===== src/rtl/layer_compositor_pkg.sv =====
// -----------------------------------------------------------------------------
// layer_compositor_pkg
// Shared colour definitions for the layer compositor and its pixel sources.
//   COLOR_WIDTH : bits per pixel colour (RGB332)
//   color_t     : one pixel colour
//   COLOR_NONE  : transparency key; a layer showing it never wins
//   COLOR_*     : named colours used by the canvas/cursor sources
//   layer_eligible() : per-layer eligibility predicate used at acceptance
// -----------------------------------------------------------------------------
package layer_compositor_pkg;

  localparam int COLOR_WIDTH = 8;

  typedef logic [COLOR_WIDTH-1:0] color_t;

  localparam color_t COLOR_BLACK = 8'h00;
  localparam color_t COLOR_BLUE  = 8'h03;
  localparam color_t COLOR_GREEN = 8'h1C;
  localparam color_t COLOR_RED   = 8'hE0;
  localparam color_t COLOR_WHITE = 8'hFF;
  // Magenta is reserved as the "no pixel here" key.
  localparam color_t COLOR_NONE  = 8'hE3;

  // A layer above the background competes only if it covers the pixel, is
  // enabled, is not in the dark half of its blink cycle and is not transparent.
  function automatic logic layer_eligible(
    input logic   visible,
    input logic   enable,
    input logic   blink,
    input logic   phase,
    input color_t color
  );
    return visible && enable && (!blink || phase) && (color != COLOR_NONE);
  endfunction

endpackage


===== src/rtl/layer_compositor_blink_timer.sv =====
// -----------------------------------------------------------------------------
// blink_timer
// Counts start-of-frame ticks and toggles a blink phase every BLINK_FRAMES
// ticks. Phase 1 means blinking layers are shown.
//   clk   : system clock
//   reset : asynchronous active-high; counter 0, phase 1
//   tick  : one accepted start-of-frame beat
//   phase : current blink phase
// -----------------------------------------------------------------------------
module blink_timer
  import layer_compositor_pkg::*;
#(
  parameter int BLINK_FRAMES = 30
) (
  input  logic clk,
  input  logic reset,
  input  logic tick,
  output logic phase
);

  // A single-frame phase still needs a one-bit counter that simply stays 0.
  localparam int CNT_W = (BLINK_FRAMES > 1) ? $clog2(BLINK_FRAMES) : 1;
  localparam logic [CNT_W-1:0] CNT_LAST = CNT_W'(BLINK_FRAMES - 1);

  logic [CNT_W-1:0] r_count;
  logic             r_phase;

  always_ff @(posedge clk or posedge reset) begin
    if (reset) begin
      r_count <= '0;
      r_phase <= 1'b1;
    end else if (tick) begin
      if (r_count == CNT_LAST) begin
        r_count <= '0;
        r_phase <= ~r_phase;
      end else begin
        r_count <= r_count + 1'b1;
      end
    end
  end

  assign phase = r_phase;

endmodule


===== src/rtl/layer_compositor.sv =====
// -----------------------------------------------------------------------------
// layer_compositor
// Two-stage pipelined priority compositor. Each accepted beat carries one
// colour per layer plus coverage flags; the highest-index eligible layer wins,
// falling back to layer 0 (background) when nothing above it qualifies.
//   clk, reset          : clock, asynchronous active-high reset
//   in_valid/in_ready   : input handshake (in_ready is combinational from
//                         out_ready)
//   in_sof              : first pixel of a frame, drives the blink timer
//   layer_color         : NUM_LAYERS packed colours, layer i at bits
//                         [i*COLOR_WIDTH +: COLOR_WIDTH]
//   layer_visible       : per-layer coverage, bit 0 ignored
//   cfg_we/cfg_layer/cfg_enable/cfg_blink : per-layer enable/blink write port
//   out_valid/out_ready : output handshake
//   render_color        : winning colour
//   render_layer        : winning layer index
// -----------------------------------------------------------------------------
module layer_compositor
  import layer_compositor_pkg::*;
#(
  parameter int NUM_LAYERS   = 5,
  parameter int BLINK_FRAMES = 30
) (
  input  logic                              clk,
  input  logic                              reset,
  input  logic                              in_valid,
  output logic                              in_ready,
  input  logic                              in_sof,
  input  logic [NUM_LAYERS*COLOR_WIDTH-1:0] layer_color,
  input  logic [NUM_LAYERS-1:0]             layer_visible,
  input  logic                              cfg_we,
  input  logic [$clog2(NUM_LAYERS)-1:0]     cfg_layer,
  input  logic                              cfg_enable,
  input  logic                              cfg_blink,
  output logic                              out_valid,
  input  logic                              out_ready,
  output logic [COLOR_WIDTH-1:0]            render_color,
  output logic [$clog2(NUM_LAYERS)-1:0]     render_layer
);

  localparam int LAYER_W = $clog2(NUM_LAYERS);
  localparam int COLOR_W = NUM_LAYERS * COLOR_WIDTH;

  // ---------------------------------------------------------------------------
  // Handshake and stall control
  // ---------------------------------------------------------------------------
  logic w_s2_load;
  logic w_s1_load;
  logic w_accept;
  logic w_tick;
  logic w_phase;

  logic r_s1_valid;
  logic r_s2_valid;

  assign w_s2_load = !r_s2_valid || out_ready;
  assign w_s1_load = !r_s1_valid || w_s2_load;
  assign w_accept  = in_valid && w_s1_load;
  assign w_tick    = w_accept && in_sof;
  assign in_ready  = w_s1_load;

  // ---------------------------------------------------------------------------
  // Per-layer configuration. Each layer decodes its own address, so an
  // out-of-range cfg_layer matches no layer and the write falls away.
  // ---------------------------------------------------------------------------
  logic [NUM_LAYERS-1:0] w_en;
  logic [NUM_LAYERS-1:0] w_blk;

  generate
    for (genvar gi = 0; gi < NUM_LAYERS; gi++) begin : g_cfg
      logic r_en;
      logic r_blk;

      always_ff @(posedge clk or posedge reset) begin
        if (reset) begin
          r_en  <= 1'b1;
          r_blk <= 1'b0;
        end else if (cfg_we && (cfg_layer == LAYER_W'(gi))) begin
          r_en  <= cfg_enable;
          r_blk <= cfg_blink;
        end
      end

      assign w_en[gi]  = r_en;
      assign w_blk[gi] = r_blk;
    end
  endgenerate

  // ---------------------------------------------------------------------------
  // Blink timer, advanced only by accepted start-of-frame beats
  // ---------------------------------------------------------------------------
  blink_timer #(
    .BLINK_FRAMES(BLINK_FRAMES)
  ) u_blink_timer (
    .clk  (clk),
    .reset(reset),
    .tick (w_tick),
    .phase(w_phase)
  );

  // ---------------------------------------------------------------------------
  // Eligibility mask, evaluated against configuration and phase as they stand
  // before the acceptance edge. Layer 0 always qualifies as the fallback, so
  // it carries no mask bit.
  // ---------------------------------------------------------------------------
  logic [NUM_LAYERS-1:1] w_elig;

  generate
    for (genvar gi = 1; gi < NUM_LAYERS; gi++) begin : g_elig
      assign w_elig[gi] = layer_eligible(
        layer_visible[gi],
        w_en[gi],
        w_blk[gi],
        w_phase,
        layer_color[gi*COLOR_WIDTH +: COLOR_WIDTH]
      );
    end
  endgenerate

  // Layer 0's coverage and config bits exist but never influence the result.
  logic w_unused_layer0;
  assign w_unused_layer0 = layer_visible[0] ^ w_en[0] ^ w_blk[0];

  // ---------------------------------------------------------------------------
  // Stage S1: colours and eligibility mask
  // ---------------------------------------------------------------------------
  logic [COLOR_W-1:0]    r_s1_color;
  logic [NUM_LAYERS-1:1] r_s1_elig;

  always_ff @(posedge clk or posedge reset) begin
    if (reset) begin
      r_s1_valid <= 1'b0;
      r_s1_color <= '0;
      r_s1_elig  <= '0;
    end else if (w_s1_load) begin
      r_s1_valid <= in_valid;
      if (in_valid) begin
        r_s1_color <= layer_color;
        r_s1_elig  <= w_elig;
      end
    end
  end

  // ---------------------------------------------------------------------------
  // Priority select: walk upward so the highest eligible index overwrites.
  // ---------------------------------------------------------------------------
  color_t             w_sel_color;
  logic [LAYER_W-1:0] w_sel_layer;

  always_comb begin
    w_sel_color = r_s1_color[COLOR_WIDTH-1:0];
    w_sel_layer = '0;
    for (int i = 1; i < NUM_LAYERS; i++) begin
      if (r_s1_elig[i]) begin
        w_sel_color = r_s1_color[i*COLOR_WIDTH +: COLOR_WIDTH];
        w_sel_layer = LAYER_W'(i);
      end
    end
  end

  // ---------------------------------------------------------------------------
  // Stage S2: output register. Data only moves when a real beat arrives, so
  // the outputs stay frozen under back-pressure and after the last beat.
  // ---------------------------------------------------------------------------
  color_t             r_s2_color;
  logic [LAYER_W-1:0] r_s2_layer;

  always_ff @(posedge clk or posedge reset) begin
    if (reset) begin
      r_s2_valid <= 1'b0;
      r_s2_color <= '0;
      r_s2_layer <= '0;
    end else if (w_s2_load) begin
      r_s2_valid <= r_s1_valid;
      if (r_s1_valid) begin
        r_s2_color <= w_sel_color;
        r_s2_layer <= w_sel_layer;
      end
    end
  end

  assign out_valid    = r_s2_valid;
  assign render_color = r_s2_color;
  assign render_layer = r_s2_layer;

endmodule


===== config.mk =====
export PLATFORM = sky130hd
export DESIGN_NAME = layer_compositor
export DESIGN_NICKNAME = d
export VERILOG_FILES = /design/src/rtl/layer_compositor_pkg.sv /design/src/rtl/layer_compositor_blink_timer.sv /design/src/rtl/layer_compositor.sv
export SDC_FILE = /design/constraint.sdc
export NUM_CORES = 1
export LEC_CHECK = 0
export ABC_AREA = 1
export BUFFER_PORTS_ARGS = -buffer_cell sky130_fd_sc_hd__buf_2
export CORE_MARGIN = 4
export CORE_UTILIZATION = 30
export CTS_CLUSTER_SIZE = 14
export DETAILED_ROUTE_END_ITERATION = 10
export REMOVE_ABC_BUFFERS = 1
export SLEW_MARGIN = 10
export SYNTH_ARGS = -nofsm -noshare
export SYNTH_HDL_FRONTEND = slang
export SYNTH_SLANG_ARGS = --single-unit

===== constraint.sdc =====
create_clock -name clk -period 2.2 [get_ports clk]
set_input_delay 0.33 -clock clk [delete_from_list [all_inputs] [get_ports clk]]
set_output_delay 0.33 -clock clk [all_outputs]
set_load 0.01 [all_outputs]

==> out/qor.yml, run 1 <==
post-dp-hpwl_um: 6140
clkSlewWorstSetupHoldPaths_ns: 0.06
rsz0062_at_grt: "false"
dr.pass1.iters: 5
start_util_pct: 31.2
yosys.cell_count.top_type: "nand2_1"
layout_min_cycle_time_ns: 1.51
final_hold_viol_count: 0
postCtsResizedCells: 0
vias: 2851
cts_tree: "done"
drive_above_1_share_pct: 22.4
outcome: "completed"
grt_use_total_pct: 13.6
yosysTopAreaCell: "dfrtp_1"
io_pins: 69
p_leak_nw: 2.23
setup_violations: 0
drcViolationCount: 0
routed_wl_um: 8250
cts_setup_buffers: 0
globalRouteOverflowTotal: 0
crit_fanout: 12
die_w_um: 115
clock_latency_ns: 0.33
fin_crit_sh_pct: 68.6
ctsHtreeMaxLevel: 3
ys.flop_type: "dfrtp_1"
drtIter0Drc: 167
viasPerCell: 4.39
yosys_warnings: 0
final_cell_area_sq_mm: 0.00418
max_slew_margin_pct: 60.0
drtAntennaViolNets: 0
grt_pass1_vias: 2927
syn_inst: 437
synth_commonest_cells: "205 x nand2_1, 66 x dfrtp_1, 42 x inv_1, 34 x nand3_1, 17 x o21ai_2"
ys_seq_elements: 71
synth_cell_types: 26
synth_top_cell_area_share_pct: 47.9
port_buffers: 67
fin_tns_setup_ns: 0
finalPower_mw: 4.05
rows: 38
r2r_slack_ns: 0.69
area_growth_pct: 21.2
skew_ns: 0.00525
synth_edf_count: 0
grt_pass1_wl_um: 14000
cp-end-kind: "flop"
core_area_sq_mm: 0.0110
path_class: "reg2reg"
place.gp.congestion: 0.742
ys_seq_area_share_pct: 51.7
postPlaceCellArea_sq_mm: 0.00388
wl_per_cell_um: 12.7
root_buffer: "clkbuf_16"
syn_avg_cell_area_sq_um: 7.89
slew_viol_final: 0
die_area_sq_mm: 0.0133
diodes: 0
max-vdd-ir-drop_v: 0.000362
cap_violations: 0
max_clock_freq_ghz: 0.663
synthArstFlopShare_pct: 100
cp-start-kind: "flop"
syn_area_sq_mm: 0.00345
cts_buffers: 9
synth_area_leaders: "dfrtp_1 48%, nand2_1 22%, nand3_1 4.9%"
grt_max_degree: 54
hp-class: "in2async"
tightest_slew_ns: 0.600
clock-sinks: 71
critPathArrivalTime_ns: 1.78
clock_path_buffers: 2
required_ns: 2.47
fp.dieH_um: 115
power_density_mw_per_mm2: 969
nets: 563
antenna_found_initial: 0
cts_hold_buf: 0
where the power goes:
part           internal, mW  switching, mW  total, mW
sequential             1.57          0.191       1.77
clock                 0.902          0.518       1.42
combinational         0.332          0.528      0.860
total                  2.81           1.24       4.05
metal layers:
metal / vias up / GRT usage, % / wire length (um)
met1: 1288 / 18.2 / 3910
li1: 1495 / - / -
met3: 13 / 2.95 / 332
met2: 55 / 21.2 / 3860
met4: 0 / 6.10 / 148
met5: - / 0 / 0
cells in the final DEF, fill, tap and decap left out:
| cell type | instances |
|---|---|
| a21oi_1 | 1 |
| a21oi_2 | 1 |
| buf_12 | 1 |
| buf_2 | 67 |
| buf_4 | 2 |
| bufinv_16 | 1 |
| clkbuf_1 | 2 |
| clkbuf_16 | 9 |
| clkbuf_8 | 1 |
| clkinv_1 | 1 |
| clkinv_2 | 3 |
| dfrtp_1 | 66 |
| dfstp_2 | 5 |
| ha_1 | 2 |
| inv_1 | 41 |
| inv_2 | 2 |
| inv_4 | 1 |
| nand2_1 | 205 |
| nand2_4 | 1 |
| nand3_1 | 34 |
| nand3_2 | 1 |
| nand3_4 | 1 |
| nand4_1 | 3 |
| nor2_1 | 16 |
| nor2_4 | 1 |
| nor3_1 | 8 |
| o21ai_0 | 15 |
| o21ai_1 | 1 |
| o21ai_2 | 17 |
| xor2_1 | 1 |
metrics by stage:
stage	setup slack, ns	util, %	hold WS [ns]	cells
floorplan	0.0817	-	0.440	424
global placement	0.695	35.2	0.400	634
detailed placement	0.663	35.2	0.403	634
CTS	0.697	37.9	0.0580	650
global route	0.517	37.9	0.0922	650
finish	0.692	37.9	0.0484	650
layout make-up:
| cell class | instances | area (sq um) |
|---|---|---|
| Fill cell | 1153 | 6850 |
| Sequential cell | 71 | 1780 |
| Multi-Input combinational cell | 308 | 1390 |
| Timing Repair Buffer | 70 | 370 |
| Clock buffer | 12 | 246 |
| Tap cell | 140 | 175 |
| Inverter | 45 | 171 |
| Clock inverter | 4 | 45.0 |
worst max-delay path, cell delays in order (launching register included):
cell     delay (ns)
dfrtp_1        0.50
nor2_1         0.50
nand3_1        0.19
nand3_1        0.11
nand2_1        0.06
nand2_1        0.08
worst paths after layout:
| path | from | end | cells after the start |
|---|---|---|---|
| setup / recovery | r_s1_elig[3] | render_color[5] | 5 |
| hold / removal | reset | u_blink_timer.r_count[0] | 2 |
| setup reg to reg | r_s1_elig[3] | render_color[5] | 5 |
| hold reg to reg | r_s1_color[20] | r_s1_color[20] | 2 |
| max in group asynchronous | reset | r_s1_color[22] | 3 |
| min in group clk | layer_color[5] | r_s1_color[5] | 3 |
logic make-up after synthesis:
family	synth area share (%)
adder cells (fa/ha/maj)	0.726
XOR/XNOR	0.254
buffers and inverters	8.06
flip-flops	51.7
AND/OR/NAND/NOR	32.2
AO/OA/AOI/OAI	7.04
state kept, by name, summed over array words and instances, names as in the netlist:
name / cells
r_s1_color: 40
render_color: 8
u_blink_timer.r_count: 5
g_cfg.r_blk: 4
g_cfg.r_en: 4
r_s1_elig: 4
render_layer: 3
out_valid: 1
r_s1_valid: 1
u_blink_timer.phase: 1
(Power assumes the default switching activity.)
==> run 2, diff against run 1 <==
==> constraint.sdc (replaced) <==
create_clock -name clk -period 1.4 [get_ports clk]
set_input_delay 0.21 -clock clk [delete_from_list [all_inputs] [get_ports clk]]
set_output_delay 0.21 -clock clk [all_outputs]
set_load 0.01 [all_outputs]
==> run 2 against run 1 <==
  * Count of clock-buffer cells in the layout down 1
  * Power increased by 64%
  * Cell count grew 1.4%
  * Critical path depth increased by 1
  * Via count up 1.2%
  * Non-clock buffer count rose by 9
  * Sequential cell count is the same
  * Die area stayed put
  * Cell area grew 3.2%
  * Setup slack worse by 0.57 ns
  * Largest power group unchanged
==> out/qor.yml, run 2 (synthesis results as in run 1) <==
outcome: "completed"
path_buf_inv: 2  # +2
p_leak_nw: 2.29  # +2.8%
max_slew_margin_pct: 71.7  # +12 points
p_sw_share_pct: 29.9  # -0.71 points
viasPerCell: 4.38  # -0.22%
routed_wl_um: 8400  # +1.8%
grt_pass1_wl_um: 14200  # +1.3%
clock_power_share_pct: 36.8  # +1.7 points
power_density_mw_per_mm2: 1540  # +59%
cts_tree: "done"
io_pins: 69  # unchanged
max_stage_delay_ns: 0.44  # -0.06 ns
drtIter0Drc: 167  # unchanged
port_buffers: 67  # unchanged
crit_fanout: 26  # +14
path_class: "reg2reg"
post-dp-hpwl_um: 6270  # +2.2%
drtAntennaViolNets: 0  # unchanged
clkSlewWorstSetupHoldPaths_ns: 0.06  # about the same
wl_per_cell_um: 12.7  # +0.44%
start_util_pct: 31.2  # unchanged
max_clock_freq_ghz: 0.785  # +18%
max-vdd-ir-drop_v: 0.000773  # +110%
grt_pass1_vias: 2913  # -0.48%
cpMaxStageDelayCell: "dfrtp_1"
final_common_cell: "nand2_1"
clock_latency_ns: 0.32  # about the same
cts_setup_buffers: 0  # unchanged
root_buffer: "clkbuf_16"
layout_common_cells: "205 x nand2_1, 67 x buf_2, 66 x dfrtp_1"
grt_max_degree: 52  # -3.7%
layout_min_cycle_time_ns: 1.27  # -0.235 ns
fin_crit_sh_pct: 91.0  # +22 points
rsz0062_at_grt: "false"
cp-end-kind: "flop"
diodes: 0  # unchanged
dr.pass1.iters: 4  # -1
largest_register: "r_s1_color"
cts_buffers: 9  # unchanged
nets: 572  # +1.6%
die_area_sq_mm: 0.0133  # unchanged
clock-sinks: 71  # unchanged
hp-class: "in2reg"
largest_reg_flops: 40  # unchanged
drcViolationCount: 0  # unchanged
critPathArrivalTime_ns: 1.52  # -0.26 ns
die_w_um: 115  # unchanged
setup_violations: 0  # unchanged
globalRouteOverflowTotal: 0  # unchanged
clock_path_buffers: 2  # unchanged
core_area_sq_mm: 0.0110  # unchanged
rows: 38  # unchanged
fin_ws_ns: 0.127  # -0.565 ns
area_growth_pct: 25.1
fp.dieH_um: 115  # unchanged
p_switching_mw: 1.98  # +60%
vias: 2884  # +1.2%
ctsHtreeMaxLevel: 3  # unchanged
crit_chain: "nand3_4 > nand2_4 > inv_4 > buf_12 > nand2_1 > o21ai_2"
power_frac_comb_pct: 21.6  # +0.4 points
tightest_slew_ns: 0.424  # -0.176 ns
whs_ns: 0.0931  # +0.0447 ns
slew_viol_final: 0  # unchanged
crit_family: "flip-flops"
cp-start-kind: "flop"
grt_use_total_pct: 13.6  # about the same
p_int_mw: 4.66  # +66%
antenna_found_initial: 0  # unchanged
final_hold_viol_count: 0  # unchanged
drive_above_1_share_pct: 23.9  # +1.5 points
seqPwrFrac_pct: 41.6  # -2.0 points
post-place-ws_ns: 0.0548  # -0.609 ns
cap_violations: 0  # unchanged
required_ns: 1.65  # -0.82 ns
skew_ns: 0.00828  # +0.00302 ns
place.gp.congestion: 0.740  # -0.32%
[run 2: cell count changes in the layout (fill, tap and decap cells not counted)]
cell / change
dlygate4sd3_1: +1
nor2_1: -1
bufinv_16: +1
clkinv_2: -2
clkinv_4: +1
nor2_4: +1
clkinvlp_4: +1
buf_4: +6
clkbuf_1: -1
buf_12: +2
[run 2: routing by layer]
layer  vias to the layer above  share of wire [%]  global-route usage (%)
met3                         4                4.2                    2.74
li1                       1513                  -                       -
met2                        57                 47                    21.6
met1                      1310                 47                    19.0
met5                         -                  0                       0
met4                         0               0.89                    3.76
[run 2: repair_timing]
action	CTS	global route
hold buffers	1	0
hold endpoints to repair	5	0
endpoints found under the setup margin	0	5
resized for setup	0	2
[run 2: final cells by class]
type	count	area (sq um)
Fill cell	1162	6720
Sequential cell	71	1780
Multi-Input combinational cell	308	1390
Timing Repair Buffer	79	465
Clock buffer	11	243
Tap cell	140	175
Inverter	45	171
Clock inverter	5	81.3
[run 2: through the flow]
step	std cells	total power [mW]	setup TNS [ns]	util [%]	cell area (sq um)
after global routing	659	7.08	0	39.1	4310
after floorplan	424	3.64	-40.79	-	3340
after CTS	659	6.71	0	39.0	4300
after detailed placement	642	4.24	0	36.0	3970
after global placement	642	4.20	0	36.0	3970
final	659	6.64	0	39.1	4310
[run 2: worst register-to-register path, delay by kind of cell (launching register included)]
kind	cells	cell delay (ns)
buffers and inverters	2	0.36
and+or+nand+nor	3	0.34
DFF	1	0.44
AOI/OAI and AO/OA	1	0.06
[run 2: worst paths after layout]
kind / cells past startpoint / from / to / slack, ns
setup / recovery: 6 / out_valid / r_s1_color[7] / 0.13
hold / removal: 3 / layer_color[23] / r_s1_color[23] / 0.09
setup reg to reg: 6 / out_valid / r_s1_color[7] / 0.13
hold reg to reg: 2 / r_s1_color[39] / r_s1_color[39] / 0.48
max in group asynchronous: 4 / reset / render_layer[1] / 0.46
min in group asynchronous: 3 / reset / g_cfg[4].r_blk / 0.37
[run 2: power by group through the flow]
stage	sequential (mW)	clock, mW	combinational, mW
after floorplan	2.80	0	0.845
after global placement	2.77	0	1.43
after CTS	2.76	2.48	1.46
after detailed placement	2.79	0	1.45
final	2.76	2.44	1.44
after global routing	2.82	2.58	1.67
==> run 3, diff against run 2 <==
==> constraint.sdc (replaced) <==
create_clock -name clk -period 1.07 [get_ports clk]
set_input_delay 0.1605 -clock clk [delete_from_list [all_inputs] [get_ports clk]]
set_output_delay 0.1605 -clock clk [all_outputs]
set_load 0.01 [all_outputs]
==> run 3 against run 2 <==
  * The run now ends with setup timing left
  * Critical path depth unchanged
  * Clock skew down 0.0032 ns
  * Power increased by 41%
  * Via count is 7.4% higher
  * Count of clock-buffer cells in the layout rose by 1
  * Die area is the same
  * Clock power increased by 27%
  * First-iteration DRC count fell by 12%
  * Cell count up 5.3%
  * Combinational power grew 83%
  * Sequential cell count is the same
  * Core utilization rose by 5.1 points
  * Critical path type unchanged
==> out/qor.yml, run 3 (synthesis results as in run 1) <==
dr.pass1.iters: 4  # unchanged
fin_util_pct: 44.2  # +5.1 points
postPlaceCellArea_sq_mm: 0.00418  # +5.3%
fin_crit_sh_pct: 113  # +22 points
grt_pass1_vias: 3216  # +10%
largest_reg_flops: 40  # unchanged
required_ns: 1.28  # -0.37 ns
r2r-start: "r_s1_valid"
rsz0062_at_grt: "true"
port_buffers: 67  # unchanged
diodes: 0  # unchanged
cts_tree: "done"
grt_pass1_wl_um: 15200  # +7.3%
area_growth_pct: 41.4
cp-start-kind: "flop"
fillers: 1113  # -4.2%
reg2reg_depth: 6  # unchanged
rows: 38  # unchanged
tightest_slew_ns: 0.295  # -0.129 ns
crit_chain: "nand3_4 > nand2_8 > buf_12 > clkbuf_16 > nand2_1 > o21ai_0"
layout_min_cycle_time_ns: 1.21  # -0.0647 ns
wl_per_cell_um: 13.2  # +3.8%
p_leak_nw: 2.51  # +9.5%
max_stage_delay_ns: 0.41  # -0.03 ns
post-dp-hpwl_um: 6590  # +5.2%
drive_above_1_share_pct: 34.5  # +11 points
drtAntennaViolNets: 0  # unchanged
viasPerCell: 4.46  # +1.9%
critPathArrivalTime_ns: 1.42  # -0.10 ns
nets: 607  # +6.1%
crit_family: "flip-flops"
grt_use_total_pct: 14.4  # +0.79 points
outcome: "finished with violations"
final_common_cell: "nand2_1"
place.gp.congestion: 0.809  # +9.4%
fp.dieH_um: 115  # unchanged
hold_depth: 3  # unchanged
grt_max_degree: 31  # -40%
clock-sinks: 71  # unchanged
fin_ws_ns: -0.139  # -0.265 ns
io_pins: 69  # unchanged
drtIter0Drc: 147  # -12%
cp.depth: 6  # unchanged
vias: 3096  # +7.4%
max_slew_margin_pct: 80.3  # +8.6 points
crit_fanout: 15  # -42%
setup_violations: 63  # +63
slew_viol_final: 0  # unchanged
die_area_sq_mm: 0.0133  # unchanged
cpMaxStageDelayCell: "dfrtp_1"
cts_buffers: 9  # unchanged
antenna_found_initial: 0  # unchanged
violations: "setup timing"
core_area_sq_mm: 0.0110  # unchanged
root_buffer: "clkbuf_16"
routed_wl_um: 9180  # +9.3%
power_density_mw_per_mm2: 1920  # +25%
layout_common_cells: "194 x nand2_1, 65 x buf_2, 63 x dfrtp_1"
crit_start: "r_s1_valid"
path_buf_inv: 2  # unchanged
post-place-ws_ns: -0.175  # -0.230 ns
die_w_um: 115  # unchanged
max-vdd-ir-drop_v: 0.000817  # +5.7%
drcViolationCount: 0  # unchanged
path_class: "reg2reg"
final_cell_area_sq_mm: 0.00487  # +13%
clock_latency_ns: 0.32  # about the same
skew_ns: 0.00510  # -0.00318 ns
largest_register: "r_s1_color"
globalRouteOverflowTotal: 0  # unchanged
max_clock_freq_ghz: 0.827  # +5.4%
hp-class: "in2reg"
clkSlewWorstSetupHoldPaths_ns: 0.06  # about the same
start_util_pct: 31.2  # unchanged
holdCritStartpoint: "layer_color[6]"
final_hold_viol_count: 0  # unchanged
ctsHtreeMaxLevel: 3  # unchanged
clock_path_buffers: 2  # unchanged
cp-end-kind: "flop"
cap_violations: 0  # unchanged
## run 3: changes by cell type in the layout (fill, tap and decap cells not counted), sizes merged
cell    delta
buf       +33
clkinv     -1
clkbuf     +3
## run 3: through the flow
step                std cells  setup TNS (ns)  hold WS, ns  total power [mW]
detailed placement        665           -6.84        0.120              5.84
floorplan                 424          -74.79        0.270              4.77
finish                    694           -4.77       0.0465              9.35
global route              694           -8.77       0.0503              9.91
global placement          665           -5.95        0.118              5.79
CTS                       691           -4.67       0.0441              9.25
## run 3: metal layers
metal | track usage [%] | wire (um) | vias up
li1 | - | - | 1583
met1 | 19.5 | 4360 | 1443
met2 | 23.7 | 4440 | 60
met3 | 2.00 | 245 | 10
met4 | 4.93 | 128 | 0
met5 | 0 | 0 | -
## run 3: final cells by class
cell class	count	area [sq um]	share of cell area [%]
well taps	140	175	3.59
clock buffers	12	236	4.85
clock inverters	4	70.1	1.44
multi-input cells	308	1540	31.7
inverters	45	185	3.80
repair buffers	114	876	18.0
flip-flops and latches	71	1790	36.7
## run 3: power by group
| part | leakage [nW] | internal (mW) | total [mW] | switching [mW] |
|---|---|---|---|---|
| Clock | 0.151 | 2.03 | 3.10 | 1.06 |
| Combinational | 1.49 | 1.22 | 2.64 | 1.42 |
| Sequential | 0.869 | 3.24 | 3.62 | 0.373 |
## run 3: worst paths after layout
kind / end / slack, ns
max: r_s1_color[29] / -0.14
min: r_s1_color[6] / 0.05
max reg2reg: r_s1_color[29] / -0.14
min reg2reg: u_blink_timer.phase / 0.48
max in group asynchronous: u_blink_timer.phase / 0.19
min in group asynchronous: g_cfg[1].r_blk / 0.34
## run 3: what timing repair did
item	in CTS	in global routing
cloned	2	2
setup endpoints to repair	64	64
hold buffers	1	0
pin swaps	16	12
endpoints found under the hold margin	5	0
setup buffers	7	1
gates resized for setup	45	19
## run 3: worst min-delay path, cell delays in order
cell and delay, ns:
buf_2 0.08, nand2_1 0.05, o21ai_2 0.04
